==> config.mk <==
export PLATFORM = sky130hd
export DESIGN_NAME = ms_elastic_pipe
export DESIGN_NICKNAME = d
export VERILOG_FILES = /design/src/rtl/ms_pipe_pkg.sv /design/src/rtl/ms_skid_stage.sv /design/src/rtl/ms_elastic_pipe.sv
export SDC_FILE = /design/constraint.sdc
export NUM_CORES = 1
export LEC_CHECK = 0
export BUFFER_PORTS_ARGS = -buffer_cell sky130_fd_sc_hd__buf_2
export CAP_MARGIN = 20
export CORE_ASPECT_RATIO = 0.8
export CORE_MARGIN = 4
export CORE_UTILIZATION = 51
export DETAILED_ROUTE_END_ITERATION = 6
export PLACE_DENSITY_LB_ADDON = 0.25
export RECOVER_POWER = 50
export SLEW_MARGIN = 20
export SYNTH_ARGS = -nofsm -noshare
export SYNTH_HDL_FRONTEND = slang
export SYNTH_SLANG_ARGS = --single-unit
==> constraint.sdc <==
create_clock -name clk -period 2.1 [get_ports clk]
set_input_delay 0.42 -clock clk [delete_from_list [all_inputs] [get_ports clk]]
set_output_delay 0.42 -clock clk [all_outputs]
set_load 0.02 [all_outputs]
==> src/rtl/ms_pipe_pkg.sv <==
// Shared types and helpers for the elastic valid/ready pipeline.
// Holds the per-stage state encoding and the occupancy width helper.
package ms_pipe_pkg;

  typedef enum logic [1:0] {
    ST_EMPTY,
    ST_FULL,
    ST_SKID
  } stage_state_t;

  // Counter must represent 0..2*depth inclusive.
  function automatic int occ_width(input int depth);
    return $clog2(2 * depth + 1);
  endfunction

endpackage

==> src/rtl/ms_skid_stage.sv <==
// One elastic stage: a main register plus a skid register.
// Upstream ready is registered (derived from state only), so stages chain without combinational ready paths.
module ms_skid_stage
  import ms_pipe_pkg::*;
#(
  parameter int               WIDTH      = 8,
  parameter logic [WIDTH-1:0] RESET_DATA = '1
) (
  input  logic             clk,
  input  logic             reset,
  input  logic             flush,
  input  logic             in_valid,
  output logic             in_ready,
  input  logic [WIDTH-1:0] in_data,
  output logic             out_valid,
  input  logic             out_ready,
  output logic [WIDTH-1:0] out_data
);

  stage_state_t     state;
  stage_state_t     state_next;
  logic [WIDTH-1:0] main_q;
  logic [WIDTH-1:0] main_d;
  logic [WIDTH-1:0] skid_q;
  logic [WIDTH-1:0] skid_d;
  logic             up_fire;
  logic             down_fire;

  assign in_ready  = (state != ST_SKID);
  assign out_valid = (state != ST_EMPTY);
  assign out_data  = main_q;
  assign up_fire   = in_valid & in_ready;
  assign down_fire = out_valid & out_ready;

  always_ff @(posedge clk) begin
    if (reset) begin
      state  <= ST_EMPTY;
      main_q <= RESET_DATA;
      skid_q <= RESET_DATA;
    end else begin
      state  <= state_next;
      main_q <= main_d;
      skid_q <= skid_d;
    end
  end

  always_comb begin
    state_next = state;
    main_d     = main_q;
    skid_d     = skid_q;
    case (state)
      ST_EMPTY: begin
        if (up_fire) begin
          state_next = ST_FULL;
          main_d     = in_data;
        end
      end
      ST_FULL: begin
        if (up_fire && down_fire) begin
          main_d = in_data;
        end else if (up_fire) begin
          state_next = ST_SKID;
          skid_d     = in_data;
        end else if (down_fire) begin
          state_next = ST_EMPTY;
        end
      end
      ST_SKID: begin
        if (down_fire) begin
          state_next = ST_FULL;
          main_d     = skid_q;
        end
      end
      default: state_next = ST_EMPTY;
    endcase
    // Flush only drops validity; data registers keep whatever they held.
    if (flush) begin
      state_next = ST_EMPTY;
      main_d     = main_q;
      skid_d     = skid_q;
    end
  end

endmodule

==> src/rtl/ms_elastic_pipe.sv <==
// Multi-stage elastic pipeline: a chain of DEPTH skid stages with an occupancy counter.
// Capacity is 2*DEPTH words; latency is DEPTH cycles when not stalled.
module ms_elastic_pipe
  import ms_pipe_pkg::*;
#(
  parameter int               WIDTH      = 8,
  parameter int               DEPTH      = 2,
  parameter logic [WIDTH-1:0] RESET_DATA = '1
) (
  input  logic                         clk,
  input  logic                         reset,
  input  logic                         flush,
  input  logic                         in_valid,
  output logic                         in_ready,
  input  logic [WIDTH-1:0]             in_data,
  output logic                         out_valid,
  input  logic                         out_ready,
  output logic [WIDTH-1:0]             out_data,
  output logic [occ_width(DEPTH)-1:0]  occupancy
);

  localparam int OW = occ_width(DEPTH);

  logic [DEPTH:0]   stage_valid;
  logic [DEPTH:0]   stage_ready;
  logic [WIDTH-1:0] stage_data [DEPTH+1];
  logic             in_fire;
  logic             out_fire;

  assign stage_valid[0]     = in_valid;
  assign stage_data[0]      = in_data;
  assign stage_ready[DEPTH] = out_ready;

  for (genvar i = 0; i < DEPTH; i++) begin : g_stage
    ms_skid_stage #(
      .WIDTH      (WIDTH),
      .RESET_DATA (RESET_DATA)
    ) u_stage (
      .clk       (clk),
      .reset     (reset),
      .flush     (flush),
      .in_valid  (stage_valid[i]),
      .in_ready  (stage_ready[i]),
      .in_data   (stage_data[i]),
      .out_valid (stage_valid[i+1]),
      .out_ready (stage_ready[i+1]),
      .out_data  (stage_data[i+1])
    );
  end

  // Stage state is not yet cleared during the first reset cycle, so gate ready with reset.
  assign in_ready  = stage_ready[0] & ~reset;
  assign out_valid = stage_valid[DEPTH];
  assign out_data  = stage_data[DEPTH];
  assign in_fire   = in_valid & in_ready;
  assign out_fire  = out_valid & out_ready;

  always_ff @(posedge clk) begin
    if (reset || flush) begin
      occupancy <= '0;
    end else if (in_fire && !out_fire) begin
      occupancy <= occupancy + OW'(1);
    end else if (!in_fire && out_fire) begin
      occupancy <= occupancy - OW'(1);
    end
  end

endmodule
Word level (Yosys, flattened, before mapping). Cells that the tools add are included.

Bits in registers: 39. Input port bits: 13. Output and inout port bits: 13. Logic and storage cells: 76.

Add/subtract/negate cells: 2. Equal/unequal tests: 16. Muxes and demuxes: 21. Bitwise logic cells: 9. Reduce and logical (&&, ||, !) cells: 21.

Operators with widths (count): $mux W8 (6); $pmux W8 S3 (2); $mux W2 (9); $reduce_and A4 Y1 (4); $pmux W2 S3 (2); $ne A2 B1 Y1 const B (5); $ne A2 B2 Y1 const B (5); $reduce_and A5 Y1 (2); $mux W3 (2); $reduce_bool A2 Y1 (3); $reduce_bool A3 Y1 (2); $and A1 B1 Y1 (5); $eq A2 B1 Y1 const B (2); $eq A2 B2 Y1 const B (2); $logic_and A1 B1 Y1 (4); $logic_not A2 Y1 (2); $not A1 Y1 (4); $add A3 B1 Y3 const B (1); $ne A3 B1 Y1 const B (1); $ne A3 B2 Y1 const B (1); $sub A3 B1 Y3 const B (1); $logic_not A1 Y1 (2); $reduce_or A2 Y1 (1); $logic_or A1 B1 Y1 (1).

Longest topological paths before layout. Gate-level depths: netlist of run 1.

Depth in word-level cells: 7. Gate-level depth with buffers: 11. Depth with buffers taken out: 9.

Cells and area by module. Synthesis of run 1 repeated with hierarchy kept, for this count alone.

Cells, all modules: 191. Area total of the unflattened synthesis: 1873.0 um^2.

Modules (own cells, without submodules): ms_skid_stage (instances 2, cells each 87, area each 852.1 um^2, sequential area each 360.3 um^2); ms_elastic_pipe (instances 1, cells each 17, area each 168.9 um^2, sequential area each 60.1 um^2).

Least setup slack after synthesis of run 1. Ideal clock, no wire load.

Path type: register to register. Start point: reg g_stage[0].u_stage.state[0]. End point: reg occupancy[2]. Library setup time: 70 ps. Data arrival time: 2433 ps. Data required time: 2030 ps. Slack: -403 ps. Stages on the path, launching flop included: 12. Path buffers: 2. Period minus slack after synthesis: 2503 ps. Path through: dfxtp_1 > buf_4 > or2b_1 > buf_2 > nor2b_1 > and2_1 > ha_1 > inv_1 > fa_1 > xor2_1 > or3_1 > a21oi_1.

Cells in the longest elaborated chain, start to end: 6. Elaborated cells between the ends (all ways): 8. Classes of those cells: eq/ne: 1; mux: 1; bitwise: 2; reduce/logical: 4.

Ends and longest elaborated chain: start: declaration (RTL line ms_skid_stage.sv:20) `stage_state_t state;`; start signal: assignment (RTL line ms_skid_stage.sv:41) `state <= state_next;`; $ne A2 B2 Y1 * (RTL line ms_skid_stage.sv:29) `assign in_ready = (state != ST_SKID);`; $and A1 B1 Y1 * (RTL line ms_elastic_pipe.sv:52) `assign in_ready = stage_ready[0] & ~reset;`; net in_ready (RTL line ms_elastic_pipe.sv:14) `output logic in_ready,`; $and A1 B1 Y1 * (RTL line ms_elastic_pipe.sv:55) `assign in_fire = in_valid & in_ready;`; $logic_not A1 Y1 (RTL line ms_elastic_pipe.sv:63) `end else if (!in_fire && out_fire) begin`; $logic_and A1 B1 Y1 (RTL line ms_elastic_pipe.sv:63); $reduce_bool A2 Y1 (no source line); end signal: assignment (RTL line ms_elastic_pipe.sv:62) `occupancy <= occupancy + OW'(1);`; end signal: assignment (RTL line ms_elastic_pipe.sv:64) `occupancy <= occupancy - OW'(1);`; end: declaration (RTL line ms_elastic_pipe.sv:19) `output logic [occ_width(DEPTH)-1:0] occupancy`.

Mark *: on every way through the listed nets, which the timed path passes. The rest lies on a longest branch. A chain may end at the register's enable or synchronous reset.

Worst setup path after layout of run 1.
Start point: reg g_stage[1].u_stage.state[1]. End point: reg occupancy[2].

Cells in the longest elaborated chain, start to end: 5. Elaborated cells between the ends (all ways): 7. Classes of those cells: mux: 1; bitwise: 1; reduce/logical: 5.

Ends and longest elaborated chain: start: declaration (RTL line ms_skid_stage.sv:20); start signal: assignment (RTL line ms_skid_stage.sv:41); $reduce_bool A2 Y1 * (RTL line ms_skid_stage.sv:30) `assign out_valid = (state != ST_EMPTY);`; $and A1 B1 Y1 * (RTL line ms_elastic_pipe.sv:56) `assign out_fire = out_valid & out_ready;`; $logic_not A1 Y1 (RTL line ms_elastic_pipe.sv:61) `end else if (in_fire && !out_fire) begin`; $logic_and A1 B1 Y1 (RTL line ms_elastic_pipe.sv:61); $mux W3 / $reduce_bool A2 Y1 (equally long branches).

Every way passes the cells marked *; elsewhere a longest branch is shown, timed or not.

==> results by stage, run 1 <==
Synth:
- The cell type with the highest aggregate area in the netlist is sky130_fd_sc_hd__dfxtp_1.
- The portion of netlist area occupied by mux cells is 14.0%.
- The xor-xnor portion of the synthesized cell area is 1.41%.
- The post-synthesis net count is about 220.
- The main combinational cell family by area after synthesis is simple AND/OR/NAND/NOR gates.
- The mean area per synthesized cell is 8.99 µm².
- The fraction of the mapped netlist area in compound gates is between 15 and 20%.
- Among all flip-flop cells after synthesis, the most frequent one is sky130_fd_sc_hd__dfxtp_1.
- In the synthesized netlist, the cells that appear most often are sky130_fd_sc_hd__nor2_1, sky130_fd_sc_hd__dfxtp_1, sky130_fd_sc_hd__inv_1, sky130_fd_sc_hd__mux2i_1, sky130_fd_sc_hd__a211o_1.
- By area the synthesized netlist is led by sky130_fd_sc_hd__dfxtp_1, sky130_fd_sc_hd__mux2i_1, sky130_fd_sc_hd__nor2_1.
- The top cell type's share of synthesized area is 42.0%.
- Of the total synthesized cell area, the portion taken by AND, OR, NAND and NOR gates is 18.2%.
- The number of distinct library cells after synthesis is 36.
- Of the synthesized area, sequential elements account for 42.0%.
- The adder and majority cell fraction of the synthesized area is about 1.7%.
- The count of flip-flops with a built-in enable after synthesis is 0.
- Synthesis produced around 210 cells.
- The fraction of registers with async set/reset is 0%.
- The synthesized netlist occupies a cell area of 1860 µm².
- The number of synthesis warnings is 0.
- sky130_fd_sc_hd__nor2_1 is the most common cell in the netlist.
- Synthesis inferred 39 register bits.

Worst setup path:
- The element type at the critical path end is a register.
- The startpoint kind of the worst setup timing path is a register.
- For this run, the slowest stage of the critical path takes 350 ps.
- The class of the most critical setup path is register to register.
- The buffer and inverter count on the worst path is 1.
- Traced cell by cell, the critical path runs through or2_2, nand2_1, ha_2, inv_1, fa_2, xor2_1, or3_1, a21oi_1.
- The setup check on the worst reg-to-reg path leaves a slack of 140 ps.
- The path depth of the worst reg2reg path is 8.
- The required time of the critical path is roughly 2300 ps.
- The endpoint identified for the worst register-to-register timing path is occupancy[2].
- The largest driver fanout on the critical path is 7.
- In this design, the largest share of critical-path delay is due to simple AND/OR/NAND/NOR gates.
- The startpoint identified for the worst register-to-register timing path is g_stage[1].u_stage.state[1].
- The arrival time at the worst endpoint is between 2000 and 2500 ps.
- The worst-path cell with the longest stage delay is sky130_fd_sc_hd__dfxtp_1.

Global route:
- The global routing usage summed across all routing layers is 16.1%.
- The fraction of met1 tracks used by global routing is 24.1%.
- The number of global-route vias before repair was 1221.
- The layer with the highest usage is met1.
- The first global-routing pass estimated 5.62 mm of wire.
- The sum of overflow across all layers after global routing is 0.
- The largest net degree at the start of global routing is 50.
- The number of antenna violations at the first check in global routing is 0.
- The met3 usage in global routing is 4.82%.
- For this run, global-route usage on met2 was measured as 21.2%.

Clocking:
- In this run the post-CTS setup repair buffer count came out at 0.
- The TritonCTS sink count is 39.
- The quantity of hold-fixing buffers added after cts is 0.
- TritonCTS built the clock tree.
- The clock slew at the register clock pins of the worst setup and hold paths is roughly 70 ps.
- The clock latency on the worst-skew pair is 290 ps.
- The number of buffers created by CTS is 5.
- The library cell used as clock root buffer is sky130_fd_sc_hd__clkbuf_8.
- The number of gates resized after CTS was 0.
- The longest clock path from root to sink contains 2 buffers.
- The H-tree was split into 2 levels.

Route:
- The total iterations of the first detailed-routing run is 5.
- The count of vias placed by the detailed router is between 1000 and 1500.
- The final wirelength is 3.33 mm.
- In the routed layout, each cell is associated on average with a via count of 5.17.
- For this run, design rule violations remaining after detail routing come to 0.
- In the final routed layout, each cell accounts on average for 12.1 µm.
- For this block, the initial DRC count from the detailed router was 71.
- The number of nets with antenna violations after routing is 0.

STA:
- The setup skew after layout is 3.26 ps.
- The number of pins with negative max-slew slack in the final report was 0.
- Derived from the worst setup path, the maximum achievable clock frequency is 509 MHz.
- The number of hold-slack violations in the final timing report was 0.
- Headroom to the max-slew limit came out at 38.5%.
- Setup repair after global routing left no endpoint under its margin.
- The time the worst path needs with I/O delays and setup is 1960 ps.
- The worst path uses 93.5% of the clock period.
- The measured slew at the worst slew-check pin is 922 ps.
- Setup violations remaining at the end of the flow were counted as 0.

Finish:
- After routing the design area is 2110 µm².
- The core occupancy in the finished layout is 60.9%.
- The area growth from synthesis to layout is 13.5%.
- The net count of the finished layout is 247.
- The fraction of final layout cells sized beyond drive strength 1 is 16.3%.
- The diode insertion count for antenna repair is 0.
- The fill cell instance count of the final layout is about 320.

Place:
- The count of port buffers added during placement is 25.
- Summing all placed instances gives a cell area of 2030 µm².
- At the end of routability-driven placement, the weighted congestion stood at 0.764.
- The wire-length estimate of the detail-placed layout is 2.41 mm.

Power:
- The sequential fraction of design power is between 50% and 60%.
- Summed over all nets, the switching power comes to approximately 0.33 mW.
- Net switching is 21.8% of the power.
- The leakage power figure is 0.943 nW.
- The share of power burned in the clock network is 41.8%.
- The internal power of the cells totals 1.19 mW.
- The combinational share of power is 8.0%.
- In this run the power density over the cells is around 700 nW/µm².
- The maximum resistive drop on vdd is 0.447 mV.

Die:
- In this run the core area contains 19 standard-cell rows.
- The region available for standard cell placement spans 3470 µm².
- The die covers 4680 µm².
- The die is roughly 62 µm tall.
- The die width is 75.5 µm.
- For this configuration, the core starts out at a cell density of 53.6%.
- In this run the count of I/O pins placed on the die edge is 26.

Min path:
- The startpoint identified for the worst hold timing path is out_ready.
- The worst hold path stage count is 2.
- The path class of the lowest-slack min-delay path is primary input to register.
- The worst hold path terminates at g_stage[1].u_stage.state[1].

Job:
- The tool flagged a number of max-cap violations equal to 0.

Status:
- The flow ran to the end, and the final reports show no timing, DRC or antenna violations.
[power groups by stage]
| stage | combinational (mW) | clock (mW) | sequential [mW] |
|---|---|---|---|
| finish | 0.121 | 0.637 | 0.765 |
| detailed placement | 0.126 | 0 | 0.782 |
| global placement | 0.125 | 0 | 0.781 |
| CTS | 0.126 | 0.655 | 0.765 |
| global route | 0.138 | 0.685 | 0.767 |
| floorplan | 0.0879 | 0 | 0.784 |
[cells in the final DEF, fill, tap and decap left out, drive strengths merged, types with 4 or more instances in the layout]
cell type and instances:
and2 9, a211o 16, clkbuf 22, buf 16, inv 17, nor2 47
a21oi 4, a211oi 9, mux2i 17, mux2 8, dfxtp 39
[how the worst max path moves through the flow]
stage / start / slack (ps) / endpoint / depth (start not counted)
2_1_floorplan: g_stage[0].u_stage.state[0] / -70 / occupancy[2] / 11
3_3_place_gp: reset / 170 / occupancy[2] / 9
3_5_place_dp: reset / 140 / occupancy[2] / 9
4_1_cts: g_stage[1].u_stage.state[1] / 140 / occupancy[2] / 8
5_1_grt: g_stage[1].u_stage.state[1] / 30 / occupancy[2] / 8
6_report: g_stage[1].u_stage.state[1] / 140 / occupancy[2] / 8
[cell families after synthesis]
kind of cell | Yosys count
compound gates | 36
xor+xnor | 3
fa+ha+maj | 2
buf+inv | 31
flops | 39
mux | 25
simple gates | 71
[routing by layer]
metal  vias to the layer above  share of wire, %
met1                       633                52
met4                         0               1.3
li1                        746                 -
met5                         -                 0
met3                         5               6.4
met2                        37                40
[registers in the layout (all words and copies together) (netlist names)]
signal / count
g_stage.u_stage.state: 4
g_stage.u_stage.skid_q: 16
occupancy: 3
g_stage.u_stage.out_data: 16
[worst reg2reg max path: stages (launching register included)]
cell                      delay [ps]
sky130_fd_sc_hd__dfxtp_1         350
sky130_fd_sc_hd__or2_2           320
sky130_fd_sc_hd__nand2_1          90
sky130_fd_sc_hd__ha_2            180
sky130_fd_sc_hd__inv_1            50
sky130_fd_sc_hd__fa_2            330
sky130_fd_sc_hd__xor2_1          150
sky130_fd_sc_hd__or3_1           310
sky130_fd_sc_hd__a21oi_1         120
[metrics by stage]
stage | hold WS [ps] | total power, mW | instances | worst slack [ps] | setup TNS, ps
6_report | 365 | 1.52 | 275 | 137 | 0
5_1_grt | 373 | 1.59 | 275 | 33.7 | 0
3_5_place_dp | 441 | 0.908 | 267 | 137 | 0
2_1_floorplan | 427 | 0.871 | 207 | -74.3 | -74.3
4_1_cts | 356 | 1.55 | 275 | 141 | 0
3_3_place_gp | 438 | 0.906 | 267 | 168 | 0
[layout make-up]
cell class              count  area (µm²)  area share [%]
inverters                  17        63.8            3.02
multi-input cells         137         947            44.8
well taps                  42        52.6            2.49
repair buffers             32         150            7.11
clock inverters             2        35.0            1.66
flip-flops and latches     39         781            37.0
clock buffers               6        82.6            3.91
No activity file was read; power rests on OpenSTA's default activity.
==> run 2, diff against run 1 <==
--- a/config.mk
+++ b/config.mk
@@ -11,8 +11,10 @@
 export CORE_MARGIN = 4
 export CORE_UTILIZATION = 51
 export DETAILED_ROUTE_END_ITERATION = 6
-export PLACE_DENSITY_LB_ADDON = 0.25
+export PLACE_DENSITY = 0.75
 export RECOVER_POWER = 50
+export SETUP_SLACK_MARGIN = 0.4
+export SKIP_CTS_REPAIR_TIMING = 1
 export SLEW_MARGIN = 20
 export SYNTH_ARGS = -nofsm -noshare
 export SYNTH_HDL_FRONTEND = slang
==> run 2 against run 1 <==
Compared with the run above: cell count unchanged; sequential power about the same; sequential cell count unchanged; worst setup slack better by 88 ps.
==> results by stage, run 2 (same netlist as run 1, synthesis figures left out) <==
Route:
- The number of nets with antenna violations after routing came to 0 (unchanged).
- The highest layer touched by signal routing is met4.
- The final wirelength came to 3.45 mm (+3.7%).
- The routed length on met2 is 1.37 mm (+2.8%).
- The first-iteration detailed-routing DRC count is 76 (+7.0%).
- The count of vias placed by the detailed router came to 1410 (-0.77%).
- The average wire length per cell after detail routing was 12.5 µm (+3.7%).
- The routed length on met3 is 162 µm (-24%).
- The routed metal-1 wirelength came to 1.87 mm (+7.8%).
- The post-detailed-route via-to-cell ratio is 5.13 (-0.77%).
- The total iterations of the first detailed-routing run came to 4 (-1).
- The number of design rule violations left after detail routing is 0 (unchanged).

Finish:
- The most frequent standard cell in the layout excluding fill and tap cells is sky130_fd_sc_hd__nor2_1.
- The multi-input gate area in the final layout is 968 µm² (+2.2%).
- The fraction of final layout cells sized beyond drive strength 1 is 21.5% (+5.2 points).
- Relative to the synthesized area, the layout overhead comes to 13.8%.
- The final instance count without filler cells is 275 (unchanged).
- The diode insertion count for antenna repair is 0 (unchanged).
- The layout net count came to 248 (+0.40%).
- The fill cell instance count of the final layout is 316 (-0.94%).
- The flip-flop and latch area came to 786 µm² (+0.64%).
- Leaving out fill and tap cells, the most frequent cells in the layout are sky130_fd_sc_hd__nor2_1, sky130_fd_sc_hd__dfxtp_1, sky130_fd_sc_hd__mux2i_1, sky130_fd_sc_hd__inv_1, sky130_fd_sc_hd__a211o_1.

Die:
- The number of placement rows is 19 (unchanged).
- The effective utilization at floorplan came to 53.6% (unchanged).
- The die height is 62.0 µm (unchanged).
- The I/O pin count is 26 (unchanged).
- The area of the core region is 3470 µm² (unchanged).
- The die width was 75.5 µm (unchanged).
- The floorplan die area is 4680 µm² (unchanged).

Worst setup path:
- The signal on the critical path passes through or2_2, nand2_2, ha_4, inv_2, fa_2, xor2_1, or3_1, a21oi_1.
- The worst setup path is launched from a register.
- For this design, the slowest cell found on the critical path is sky130_fd_sc_hd__dfxtp_2.
- The setup path with the least slack is of type register to register.
- The arrival time at the worst endpoint is 2100 ps (-80 ps).
- The required time of the critical path was 2320 ps (about the same).
- The largest driver fanout on the critical path is 7 (unchanged).
- The worst stage delay on the critical path is 350 ps (about the same).
- The element type at the critical path end is a register.

Clocking:
- The number of buffers created by CTS was 5 (unchanged).
- The library cell used as clock root buffer is sky130_fd_sc_hd__clkbuf_8.
- The clock latency on the worst-skew pair is 290 ps (about the same).
- The TritonCTS clock tree is built.
- The clock tree buffer depth is 2 (unchanged).
- The clock slew at the register clock pins of the worst setup and hold paths came to 70 ps (about the same).
- The TritonCTS sink count was 39 (unchanged).
- The CTS H-tree depth came to 2 (unchanged).

STA:
- The number of hold-slack violations in the final timing report was 0 (unchanged).
- The measured slew at the worst slew-check pin is 934 ps (+12.4 ps).
- The fmax is 533 MHz (+4.7%).
- The setup skew after layout is 1.99 ps (-1.28 ps).
- The number of setup violations in the final report was 0 (unchanged).
- The time the worst path needs with I/O delays and setup is 1870 ps (-88.1 ps).
- Setup repair after global routing could not meet its margin everywhere.
- The number of pins with negative max-slew slack in the final report was 0 (unchanged).
- The final critical-path share of the clock period came to 89.3% (-4.2 points).
- The max-slew headroom at the worst pin came to 37.7% (-0.83 points).
- The worst path setup slack after routing is 225 ps (+88.1 ps).

Job:
- The max-cap violation count is 0 (unchanged).

Global route:
- The largest net degree at the start of global routing was 50 (unchanged).
- The global-route wire length before repair came to 5.82 mm (+3.6%).
- The sum of overflow across all layers after global routing is 0 (unchanged).
- The number of global-route vias before repair is 1242 (+1.7%).
- The number of antenna violations at the first check in global routing is 0 (unchanged).
- The global routing usage summed across all routing layers is 16.7% (+0.54 points).

Place:
- The pre-CTS setup slack was 158 ps (+21.6 ps).
- The placed instance count is 267 (unchanged).
- The detailed-placement wirelength estimate is 2.37 mm (-1.5%).
- The placer's final routability congestion estimate was 0.696 (-8.9%).
- The count of port buffers added during placement is 25 (unchanged).

Power:
- The leakage power figure came to 0.952 nW (+0.96%).
- The maximum resistive drop on vdd came to 0.471 mV (+5.3%).
- The areal power density over the cells is 661 nW/µm² (-8.3%).
- The total power consumption of the routed design is 1.40 mW (-8.1%).

Min path:
- The path class of the lowest-slack min-delay path is primary input to register.

Status:
- The run finished with clean final reports.
run 2: cell types whose count changed in the layout (fill, tap and decap cells not counted), moves of 2 or more:
cell / change
sky130_fd_sc_hd__buf_2: +2
sky130_fd_sc_hd__clkbuf_2: +2
sky130_fd_sc_hd__dfxtp_1: -4
sky130_fd_sc_hd__dfxtp_2: +4
sky130_fd_sc_hd__clkbuf_1: -2
run 2: worst max-delay path, delay by kind of cell, from the launching register on:
kind	cells	cell delay, ps
XOR/XNOR	1	150
AND/OR/NAND/NOR	3	710
buffers and inverters	1	30
AO/OA/AOI/OAI	1	110
adder cells (fa/ha/maj)	2	460
flip-flops	1	350
run 2: layout make-up:
cell class	count	share of cell area [%]
Clock buffer	6	3.90
Sequential cell	39	37.1
Timing Repair Buffer	33	7.51
Multi-Input combinational cell	137	45.7
Clock inverter	1	0.236
Tap cell	42	2.48
Inverter	17	3.01
run 2: final timing paths:
| path | from | to | slack, ps | cells after the start |
|---|---|---|---|---|
| worst min-delay path | out_ready | g_stage[1].u_stage.state[1] | 360 | 2 |
| worst max register to register | g_stage[1].u_stage.state[1] | occupancy[2] | 230 | 8 |
| worst min register to register | g_stage[1].u_stage.skid_q[7] | g_stage[1].u_stage.skid_q[7] | 460 | 1 |
| worst max-delay path | g_stage[1].u_stage.state[1] | occupancy[2] | 230 | 8 |
run 2: per-stage QoR:
stage	hold slack (ps)	area (µm²)	setup TNS [ps]	util (%)
global route	363	2120	0	61.0
CTS	345	2130	0	61.3
finish	356	2120	0	61.0
floorplan	427	1890	-48.6	-
detailed placement	443	2040	0	58.8
global placement	435	2040	0	58.8
run 2: report_power, final:
part	total (mW)	leakage (nW)	switching [mW]	internal, mW
Sequential	0.765	0.319	0.0115	0.754
Combinational	0.130	0.586	0.0705	0.0591
Clock	0.504	0.0470	0.246	0.257
run 2: routing by layer:
metal | vias to the layer above | track usage (%)
met3 | 4 | 4.82
met1 | 633 | 24.5
li1 | 748 | -
met4 | 0 | 5.99
met5 | - | 0
met2 | 25 | 23.0
